===== config.mk =====
export PLATFORM = sky130hd
export DESIGN_NAME = tohost_monitor
export DESIGN_NICKNAME = d
export VERILOG_FILES = /design/src/rtl/tohost_pkg.sv /design/src/rtl/console_fifo.sv /design/src/rtl/tohost_monitor.sv
export SDC_FILE = /design/constraint.sdc
export NUM_CORES = 1
export LEC_CHECK = 0
export CORE_ASPECT_RATIO = 1.75
export CORE_MARGIN = 2
export CORE_UTILIZATION = 35
export CTS_CLUSTER_DIAMETER = 120
export CTS_CLUSTER_SIZE = 30
export DETAILED_ROUTE_END_ITERATION = 10
export GPL_TIMING_DRIVEN = 0
export PLACE_DENSITY_LB_ADDON = 0.12
export SKIP_CTS_REPAIR_TIMING = 1
export SLEW_MARGIN = 15
export SYNTH_ARGS = -nofsm -noshare
export SYNTH_HDL_FRONTEND = slang
export SYNTH_SLANG_ARGS = --single-unit

===== constraint.sdc =====
create_clock -name clk -period 6.5 [get_ports clk]
set_clock_uncertainty 0.2 [all_clocks]
set_input_delay 1.3 -clock clk [delete_from_list [all_inputs] [get_ports clk]]
set_output_delay 1.3 -clock clk [all_outputs]
set_load 0.02 [all_outputs]

===== src/rtl/tohost_pkg.sv =====
// tohost_pkg: shared state encoding and default addresses for the tohost monitor.
package tohost_pkg;
  typedef enum logic [1:0] {
    ST_RUN     = 2'd0,
    ST_PASS    = 2'd1,
    ST_FAIL    = 2'd2,
    ST_TIMEOUT = 2'd3
  } state_e;
  localparam logic [31:0] DEF_TOHOST_ADDR  = 32'h0000_1000;
  localparam logic [31:0] DEF_PUTCHAR_ADDR = 32'h0000_1004;
  localparam logic [31:0] PASS_VALUE       = 32'd1;
endpackage


===== src/rtl/console_fifo.sv =====
// console_fifo: byte-wide synchronous FIFO with extra-bit pointers for full detection.
module console_fifo #(
  parameter int unsigned DEPTH = 16
) (
  input  logic       clk,
  input  logic       rst,
  input  logic       push,
  input  logic [7:0] din,
  input  logic       pop,
  output logic [7:0] dout,
  output logic       empty,
  output logic       full
);
  localparam int AW = $clog2(DEPTH);
  localparam logic [AW:0] ONE = 1;
  logic [AW:0] wr_q, wr_d, rd_q, rd_d;
  logic [7:0] mem_q [DEPTH];
  logic do_push, do_pop;
  assign empty = wr_q == rd_q;
  assign full = (wr_q[AW] != rd_q[AW]) && (wr_q[AW-1:0] == rd_q[AW-1:0]);
  assign do_pop = pop && !empty;
  // A pop in the same cycle frees the slot, so a push into a full FIFO still lands.
  assign do_push = push && (!full || do_pop);
  assign dout = mem_q[rd_q[AW-1:0]];
  always_comb begin
    wr_d = do_push ? wr_q + ONE : wr_q;
    rd_d = do_pop ? rd_q + ONE : rd_q;
  end
  always_ff @(posedge clk) begin
    if (rst) begin
      wr_q <= '0;
      rd_q <= '0;
    end else begin
      wr_q <= wr_d;
      rd_q <= rd_d;
    end
  end
  always_ff @(posedge clk) begin
    if (do_push) mem_q[wr_q[AW-1:0]] <= din;
  end
endmodule


===== src/rtl/tohost_monitor.sv =====
// tohost_monitor: snoops data-memory writes for the tohost verdict, console bytes and a watchdog.
module tohost_monitor
  import tohost_pkg::*;
#(
  parameter logic [31:0] TOHOST_ADDR    = DEF_TOHOST_ADDR,
  parameter logic [31:0] PUTCHAR_ADDR   = DEF_PUTCHAR_ADDR,
  parameter int unsigned TIMEOUT_CYCLES = 6000,
  parameter int unsigned FIFO_DEPTH     = 16
) (
  input  logic        clk,
  input  logic        rst,
  input  logic        mem_we,
  input  logic [31:0] mem_addr,
  input  logic [31:0] mem_wdata,
  output logic        done,
  output logic        pass,
  output logic        timeout,
  output logic [30:0] fail_code,
  output logic [31:0] cycle_count,
  output logic        con_valid,
  output logic [7:0]  con_data,
  input  logic        con_ready,
  output logic        con_overflow
);
  localparam bit WD_EN = TIMEOUT_CYCLES != 0;
  localparam logic [31:0] WD_LAST = 32'(TIMEOUT_CYCLES - 1);
  localparam logic [31:0] ONE32 = 32'd1;
  state_e state_q, state_d;
  logic [30:0] fail_q, fail_d;
  logic [31:0] cnt_q, cnt_d;
  logic ovf_q, ovf_d;
  logic tohost_hit, putchar_hit, con_push, con_pop, con_full, con_empty;
  logic unused_addr;
  assign unused_addr = ^mem_addr[1:0];
  assign tohost_hit = mem_we && (mem_addr[31:2] == TOHOST_ADDR[31:2]);
  assign putchar_hit = mem_we && (mem_addr[31:2] == PUTCHAR_ADDR[31:2]);
  assign con_push = putchar_hit;
  assign con_valid = !con_empty;
  assign con_pop = con_valid && con_ready;
  always_comb begin
    state_d = state_q;
    fail_d = fail_q;
    cnt_d = cnt_q;
    if (state_q == ST_RUN) begin
      cnt_d = (cnt_q == '1) ? cnt_q : cnt_q + ONE32;
      // Only odd tohost values carry a verdict; even ones are syscalls and ignored.
      if (tohost_hit && mem_wdata[0]) begin
        state_d = (mem_wdata == PASS_VALUE) ? ST_PASS : ST_FAIL;
        fail_d = (mem_wdata == PASS_VALUE) ? '0 : mem_wdata[31:1];
      end else if (WD_EN && cnt_q == WD_LAST) begin
        state_d = ST_TIMEOUT;
      end
    end
    ovf_d = ovf_q | (con_push && con_full && !con_pop);
  end
  always_ff @(posedge clk) begin
    if (rst) begin
      state_q <= ST_RUN;
      fail_q <= '0;
      cnt_q <= '0;
      ovf_q <= 1'b0;
    end else begin
      state_q <= state_d;
      fail_q <= fail_d;
      cnt_q <= cnt_d;
      ovf_q <= ovf_d;
    end
  end
  assign done = state_q != ST_RUN;
  assign pass = state_q == ST_PASS;
  assign timeout = state_q == ST_TIMEOUT;
  assign fail_code = fail_q;
  assign cycle_count = cnt_q;
  assign con_overflow = ovf_q;
  console_fifo #(.DEPTH(FIFO_DEPTH)) u_fifo (
    .clk  (clk),
    .rst  (rst),
    .push (con_push),
    .din  (mem_wdata[7:0]),
    .pop  (con_pop),
    .dout (con_data),
    .empty(con_empty),
    .full (con_full)
  );
endmodule


# --- Yosys cells after proc, flatten, opt, wreduce, memory -nomap -nowiden ---
# Memories as Yosys holds them, arrays and structs flattened. A register that Yosys moved wholly into a read port is not among the register bits.
# Index checks and enable logic that the tools add are counted.
word_totals:
  inputBits: 68
  n_memories: 1
  ramBits: 128
  reg_bits: 76
  out_inout_bits: 76
classes:
  bitwise_logic: 2
  reduce_logical: 19
  add_sub_neg: 3
  eq_ne: 10
  mux: 8
mem_list:
  columns: ["memory", "depth", "width", "read_ports", "rd_ports_with_merged_regs", "wr", "line", "text"]
  rows:
  - ["u_fifo.mem_q", 16, 8, 1, 1, 1, "console_fifo.sv:17", "logic [7:0] mem_q [DEPTH];"]
ops:
  columns: ["op", "count"]
  rows:
  - ["$eq A30 B11 Y1 const B", 2]
  - ["$add A32 B1 Y32 const B", 1]
  - ["$eq A32 B1 Y1 const B", 1]
  - ["$eq A32 B13 Y1 const B", 1]
  - ["$eq A32 B32 Y1 const B", 1]
  - ["$mux W31", 1]
  - ["$add A5 B1 Y5 const B", 2]
  - ["$logic_and A1 B1 Y1", 9]
  - ["$mux W4", 2]
  - ["$mux W2", 3]
  - ["$reduce_and A2 Y1", 3]
  - ["$eq A5 B5 Y1", 1]
  - ["$eq A4 B4 Y1", 1]
  - ["$reduce_bool A2 Y1", 2]
  - ["$logic_not A1 Y1", 3]
  - ["$eq A2 B1 Y1 const B", 1]
  - ["$eq A2 B2 Y1 const B", 1]
  - ["$logic_not A2 Y1", 1]
  - ["$mux W1", 2]
  - ["$logic_or A1 B1 Y1", 1]
  - ["$ne A1 B1 Y1", 1]
  - ["$not A1 Y1", 1]
  - ["$or A1 B1 Y1", 1]

# --- Logic depth before layout (Yosys ltp) ---
# Gate-level depths: netlist (run 1).
depth:
  depth_word: 8
  depth_mapped: 7

# --- Hierarchy ---
# Synthesis (run 1) repeated with hierarchy kept, for this count alone.
unflattened:
  hier_cells: 658
  area_unflattened_um2: 8807.2
by_module_without_submodules:
  columns: ["mod", "area_per_inst_um2", "cells_per_inst", "instances"]
  rows:
  - ["console_fifo", 5711.7, 263, 1]
  - ["tohost_monitor", 3095.5, 395, 1]

# --- Least setup slack after synthesis (run 1) ---
# No wires, ideal clock.
synth_timing:
  path_type: "input port to flip-flop"
  from: "in mem_addr[5]"
  to: "mem u_fifo.mem_q[11][0] (enable)"
  path_slack_ps: 3124
  path_buffers: 0
  setup_time_ps: 383
  arrival_time_ps: 2793
  stages: 4
  cell_sequence: "nor4b_1 > and4_1 > o2111ai_1 > nor3_1"
synth_between:
  elab_chain_len: 5
synth_rtl:
  columns: ["item", "line", "text"]
  rows:
  - ["from (decl)", "tohost_monitor.sv:13", "input logic [31:0] mem_addr,"]
  - ["$eq A30 B11 Y1", "tohost_monitor.sv:36", "assign putchar_hit = mem_we && (mem_addr[31:2] == PUTCHAR_ADDR[31:2]);"]
  - ["$logic_and A1 B1 Y1", "tohost_monitor.sv:36", null]
  - ["$logic_and A1 B1 Y1", "console_fifo.sv:23", "assign do_push = push && (!full || do_pop);"]
  - ["$mux W1", "console_fifo.sv:39", "if (do_push) mem_q[wr_q[AW-1:0]] <= din;"]
  - ["$mux W1 (not written as such)", "console_fifo.sv:39", null]
  - ["to (decl)", "console_fifo.sv:17", null]
# No other way between the ends.

==> results of run 1 <==
## power by group through the flow
stage | sequential (uW) | combinational [uW] | clock, uW
floorplan | 1430 | 13.6 | 0
CTS | 1400 | 84.2 | 735
detailed placement | 1430 | 84.0 | 0
global route | 1400 | 88.8 | 775
global placement | 1430 | 81.5 | 0
finish | 1400 | 82.5 | 715
## worst max-delay path: cells and delay by family, from the launching register on
family                 cells  cell delay [ns]
multiplexers               2             1.08
flip-flops                 1             0.33
buffers and inverters      3             1.33
## synthesized netlist by cell type, types with 6 or more instances
| cell type | count |
|---|---|
| a21oi_1 | 52 |
| o21ai_0 | 11 |
| ha_1 | 6 |
| clkbuf_1 | 22 |
| nor4_1 | 22 |
| inv_1 | 10 |
| or4_1 | 9 |
| xor2_1 | 9 |
| and3_1 | 15 |
| or3_1 | 15 |
| nand2_1 | 78 |
| edfxtp_1 | 128 |
| nand4_1 | 14 |
| nand3_1 | 10 |
| nor3_1 | 6 |
| xnor2_1 | 7 |
| nor2_1 | 39 |
| o21ai_1 | 6 |
| dfxtp_1 | 80 |
| mux4_2 | 40 |
| nor2b_1 | 8 |
## through the flow
| stage | instance area [sq um] | instances | total power, uW | utilization | setup slack (ns) |
|---|---|---|---|---|---|
| 6_report | 10700 | 1113 | 2200 | 0.445 | 1.78 |
| 5_1_grt | 10700 | 1113 | 2270 | 0.445 | 1.64 |
| 4_1_cts | 10700 | 1113 | 2220 | 0.445 | 1.71 |
| 3_5_place_dp | 10400 | 1097 | 1510 | 0.433 | 1.68 |
| 3_3_place_gp | 10400 | 1097 | 1510 | 0.432 | 1.77 |
| 2_1_floorplan | 8590 | 648 | 1450 | - | 3.12 |
## kinds of logic (layout without fill, tap and decap cells)
kind of cell / Yosys count / after routing / synth area share
compound gates: 93 / 93 / 0.0636
xor+xnor: 16 / 16 / 0.0163
fa+ha+maj: 6 / 6 / 0.00874
buf+inv: 40 / 197 / 0.0191
flops: 208 / 208 / 0.634
mux: 48 / 48 / 0.115
simple gates: 237 / 237 / 0.143
## flip-flops by register name (all words and copies together) (netlist names), named ones only
register	count
con_overflow	1
cycle_count	32
fail_code	31
state_q	2
u_fifo.mem_q	128
u_fifo.rd_q	5
u_fifo.wr_q	5
## worst paths after layout
check             slack [ns]              to            from  cells after the start
hold / removal          0.26   fail_code[25]   fail_code[25]                      2
setup / recovery        1.78     con_data[2]            flop                      5
setup reg to reg        3.73  cycle_count[5]  cycle_count[0]                      7
hold reg to reg         0.26   fail_code[25]   fail_code[25]                      2
## layout make-up
| type | instances | area, sq um |
|---|---|---|
| Fill cell | 2297 | 13300 |
| Sequential cell | 208 | 5450 |
| Multi-Input combinational cell | 400 | 2990 |
| Timing Repair Buffer | 141 | 1410 |
| Tap cell | 308 | 385 |
| Clock buffer | 15 | 290 |
| Buffer | 30 | 126 |
| Inverter | 10 | 37.5 |
| Clock inverter | 1 | 3.75 |
## routing by layer
metal  vias to the layer above  global-route usage  share of wire
li1                       2775                   -              -
met1                      2898               0.180           0.35
met2                       141               0.367           0.59
met3                        27              0.0278          0.039
met4                         0              0.0491          0.021
met5                         -                   0              0
==> impl_metrics.csv, run 1 <==
group,metric,value,unit
worst_setup_path,path_cells,"clkbuf_1 > buf_2 > mux4_2 > mux4_2 > clkdlybuf4s50_1",
final_layout,diodes,0,
pwr,combPwrFrac,0.038,
timing,tns,0,ns
timing,hold_violations,0,
clocking,cts_buffers,10,
synthesis,synth_edf_count,128,
clocking,clockBufferDepth,3,
worst_setup_path,slowest_delay,0.61,ns
global_route,gr-total-overflow,0,
routing,drc,0,
synthesis,yosys-top-cells-area,"edfxtp_1, dfxtp_1, mux4_2, nand2_1, a21oi_1",
final_layout,area_delta_synth_final,24.5,%
global_route,grt_pass1_wl,35.1,mm
synthesis,yosys_warnings,0,
floorplanning,die_h,211,microns
floorplanning,ios,144,
routing,via_per_inst,5.25,
clocking,root_buffer,"clkbuf_16",
timing,setup_viol,0,
timing,fin_crit_sh,0.727,
synthesis,syn_inst,648,
timing,worst_pin_slew,0.873,ns
worst_setup_path,cp-start-kind,"flop",
floorplanning,initial_utilization,0.358,
synthesis,ys_seq_elements,208,
final_layout,layout_commonest_cell,"clkdlybuf4s50_1",
global_route,grt_start_max_net_pins,32,
synthesis,synth_area_per_cell,13.3,sq um
pwr,peakVddDrop,0.149,mV
final_layout,layout.nets,875,
synthesis,synthArstFlopShare,0,
timing,hold_ws,0.264,ns
worst_setup_path,path_max_fanout,10,
clocking,insertion_delay,0.47,ns
floorplanning,die-area,25900,sq um
pwr,p_sw_frac,0.201,
pwr,leakage,0.00333,uW
floorplanning,core_region_area,24000,sq um
floorplanning,num_rows,75,
synthesis,synth_top_area_cell,"edfxtp_1",
pwr,p_int,1760,uW
placement,gp_congestion,0.812,
worst_setup_path,required,5.00,ns
routing,vias,5841,
pwr,power_density,206,nW/um^2
timing,relSlewSlack,0.417,
routing,drtIter0Drc,330,
routing,drtAntennaViolNets,0,
worst_setup_path,crit_arrival,3.22,ns
clocking,clk_pin_slew_worst_paths,0.12,ns
timing,rsz0062_at_grt,"false",
worst_setup_path,end_kind,"output pin",
worst_setup_path,slowest_stage,"mux4_2",
synthesis,yosysSeqAreaShare,0.634,
run_status,status,"finished clean",
pwr,switching_power,441,uW
placement,hpwl,17.6,mm
global_route,antenna_found_initial,0,
job,maxCapViolCount,0,
pwr,seqPwrFrac,0.637,
routing,wire_per_inst,20.9,microns
final_layout,layout_common_cells,"clkdlybuf4s50_1, edfxtp_1, dfxtp_1, nand2_1, a21oi_1",
timing,slew_viol_final,0,
routing,first_pass_iters,4,
synthesis,synth_top_area_frac,0.447,
synthesis,synth_ff_type,"edfxtp_1",
routing,wirelength,23.3,mm
timing,period_needed,4.72,ns
clocking,cts_htree_levels,1,
floorplanning,fp.dieW,122,microns
clocking,cts.sinks,208,
worst_setup_path,crit_top_cell,"mux4_2",
clocking,cts_tree,"done",
global_route,grt_pass1_vias,6244,
worst_setup_path,criticalPathCategory,"reg2out",
synthesis,netlist_area,8590,sq um
timing,fmax,0.212,GHz
final_layout,drive_above_1_share,0.0894,
placement,io_buffers,141,
global_route,grt_usage,0.180,
synthesis,syn_nets,722,
pwr,clockPowerShare,0.325,
synthesis,ys_types,50,
hold_path,hp-class,"reg2reg",
No activity file was read; power rests on OpenSTA's default activity.
==> inputs of run 2 (changes only) <==
Clock period 6.5 ns to 3.85 ns, I/O delays scaled along.
==> impl_metrics.csv, run 2 (synthesis results as in run 1) <==
group,metric,value,unit
worst_setup_path,path_buf_inv,2,
timing,slew_viol_final,0,
routing,first_pass_iters,4,
worst_setup_path,reg2reg_depth,4,
timing,period_needed,3.75,ns
final_layout,multi_input_area,2990,sq um
timing,worst_pin_slew,0.862,ns
floorplanning,num_rows,75,
final_layout,final_cell_area,10700,sq um
hold_path,whs_path_depth,2,
placement,hpwl,17.6,mm
clocking,insertion_delay,0.47,ns
timing,hold_violations,0,
pwr,power_density,346,nW/um^2
timing,relSlewSlack,0.424,
clocking,cts_htree_levels,1,
placement,gp_congestion,0.812,
worst_setup_path,worst-path-stages,4,
routing,vias,5859,
floorplanning,fp.dieW,122,microns
floorplanning,die-area,25900,sq um
routing,wirelength,23.2,mm
global_route,grt_pass1_vias,6244,
worst_setup_path,cp-start-kind,"flop",
final_layout,layout.nets,874,
placement,postPlaceCellArea,10400,sq um
worst_setup_path,slowest_delay,0.56,ns
global_route,grt_usage,0.180,
pwr,leakage,0.00334,uW
final_layout,regArea,5450,sq um
placement,io_buffers,141,
worst_setup_path,end_kind,"output pin",
timing,rsz0062_at_grt,"false",
routing,via_per_inst,5.27,
worst_setup_path,cpLargestDelayFamily,"buffers and inverters",
routing,wire_per_inst,20.9,microns
floorplanning,ios,144,
clocking,clk_pin_slew_worst_paths,0.12,ns
final_layout,diodes,0,
clocking,cts_tree,"done",
clocking,clockBufferDepth,3,
global_route,grt_pass1_wl,35.1,mm
worst_setup_path,crit_arrival,2.78,ns
worst_setup_path,path_max_fanout,10,
timing,fin_crit_sh,0.974,
clocking,cts.sinks,208,
run_status,status,"finished clean",
global_route,antenna_found_initial,0,
global_route,gr-total-overflow,0,
floorplanning,die_h,211,microns
routing,drtAntennaViolNets,0,
final_layout,final_cell_count_no_fill,1112,
final_layout,layout_commonest_cell,"clkdlybuf4s50_1",
floorplanning,core_region_area,24000,sq um
final_layout,layout_common_cells,"clkdlybuf4s50_1, edfxtp_1, dfxtp_1, nand2_1, a21oi_1",
timing,setup_viol,0,
job,maxCapViolCount,0,
final_layout,area_delta_synth_final,24.7,%
final_layout,drive_above_1_share,0.0945,
worst_setup_path,slowest_stage,"clkdlybuf4s50_1",
routing,drtIter0Drc,316,
worst_setup_path,path_cells,"clkbuf_2 > mux4_2 > mux4_2 > clkdlybuf4s50_1",
worst_setup_path,required,2.88,ns
clocking,cts_buffers,10,
clocking,root_buffer,"clkbuf_16",
routing,drc,0,
placement,dp.cells,1097,
worst_setup_path,r2r_slack,1.09,ns
worst_setup_path,crit_top_cell,"mux4_2",
final_layout,fill_cells,2294,
timing,fmax,0.267,GHz
floorplanning,initial_utilization,0.358,
hold_path,hp-class,"reg2reg",
global_route,grt_start_max_net_pins,32,
final_layout,largest_reg_flops,128,
pwr,peakVddDrop,0.252,mV
worst_setup_path,criticalPathCategory,"reg2out",
==> run 2: worst paths after layout <==
| path | from | to |
|---|---|---|
| worst max register to register | u_fifo.wr_q[3] | u_fifo.mem_q[7][7] |
| worst min-delay path | fail_code[25] | fail_code[25] |
| worst min register to register | fail_code[25] | fail_code[25] |
| worst max-delay path | flop | con_data[7] |
==> run 2: power breakdown <==
group          switching, uW  internal (uW)  total [uW]
clock                    675            533        1210
sequential              3.65           2360        2360
combinational           67.5           71.4         139
==> run 2: area by class of cell <==
class | count | area share
repair buffers | 141 | 0.132
inverters | 10 | 0.00350
plain buffers | 29 | 0.0135
clock inverters | 1 | 0.000350
multi-input cells | 400 | 0.279
clock buffers | 15 | 0.0271
flip-flops and latches | 208 | 0.509
well taps | 308 | 0.0360
==> run 2: tightest hold or removal path: stages (launching register included) <==
cell	delay, ns
dfxtp_1	0.33
nand2_1	0.05
a21oi_1	0.05
==> run 2: metrics by stage <==
stage / setup TNS [ns] / util / total power (uW) / hold WS (ns) / worst slack (ns)
finish: 0 / 0.446 / 3710 / 0.264 / 0.100
global route: 0 / 0.446 / 3820 / 0.284 / 0.0295
CTS: -3.17 / 0.445 / 3750 / 0.267 / -0.411
detailed placement: -5.30 / 0.433 / 2560 / 0.250 / -0.445
global placement: -6.09 / 0.432 / 2550 / 0.239 / -0.346
floorplan: 0 / - / 2440 / 0.268 / 1.00
==> run 2: layer usage <==
layer | track usage | vias up | part of all wire
met5 | 0 | - | 0
met4 | 0.0491 | 0 | 0.021
met3 | 0.0278 | 27 | 0.042
met2 | 0.367 | 155 | 0.60
met1 | 0.180 | 2902 | 0.34
li1 | - | 2775 | -
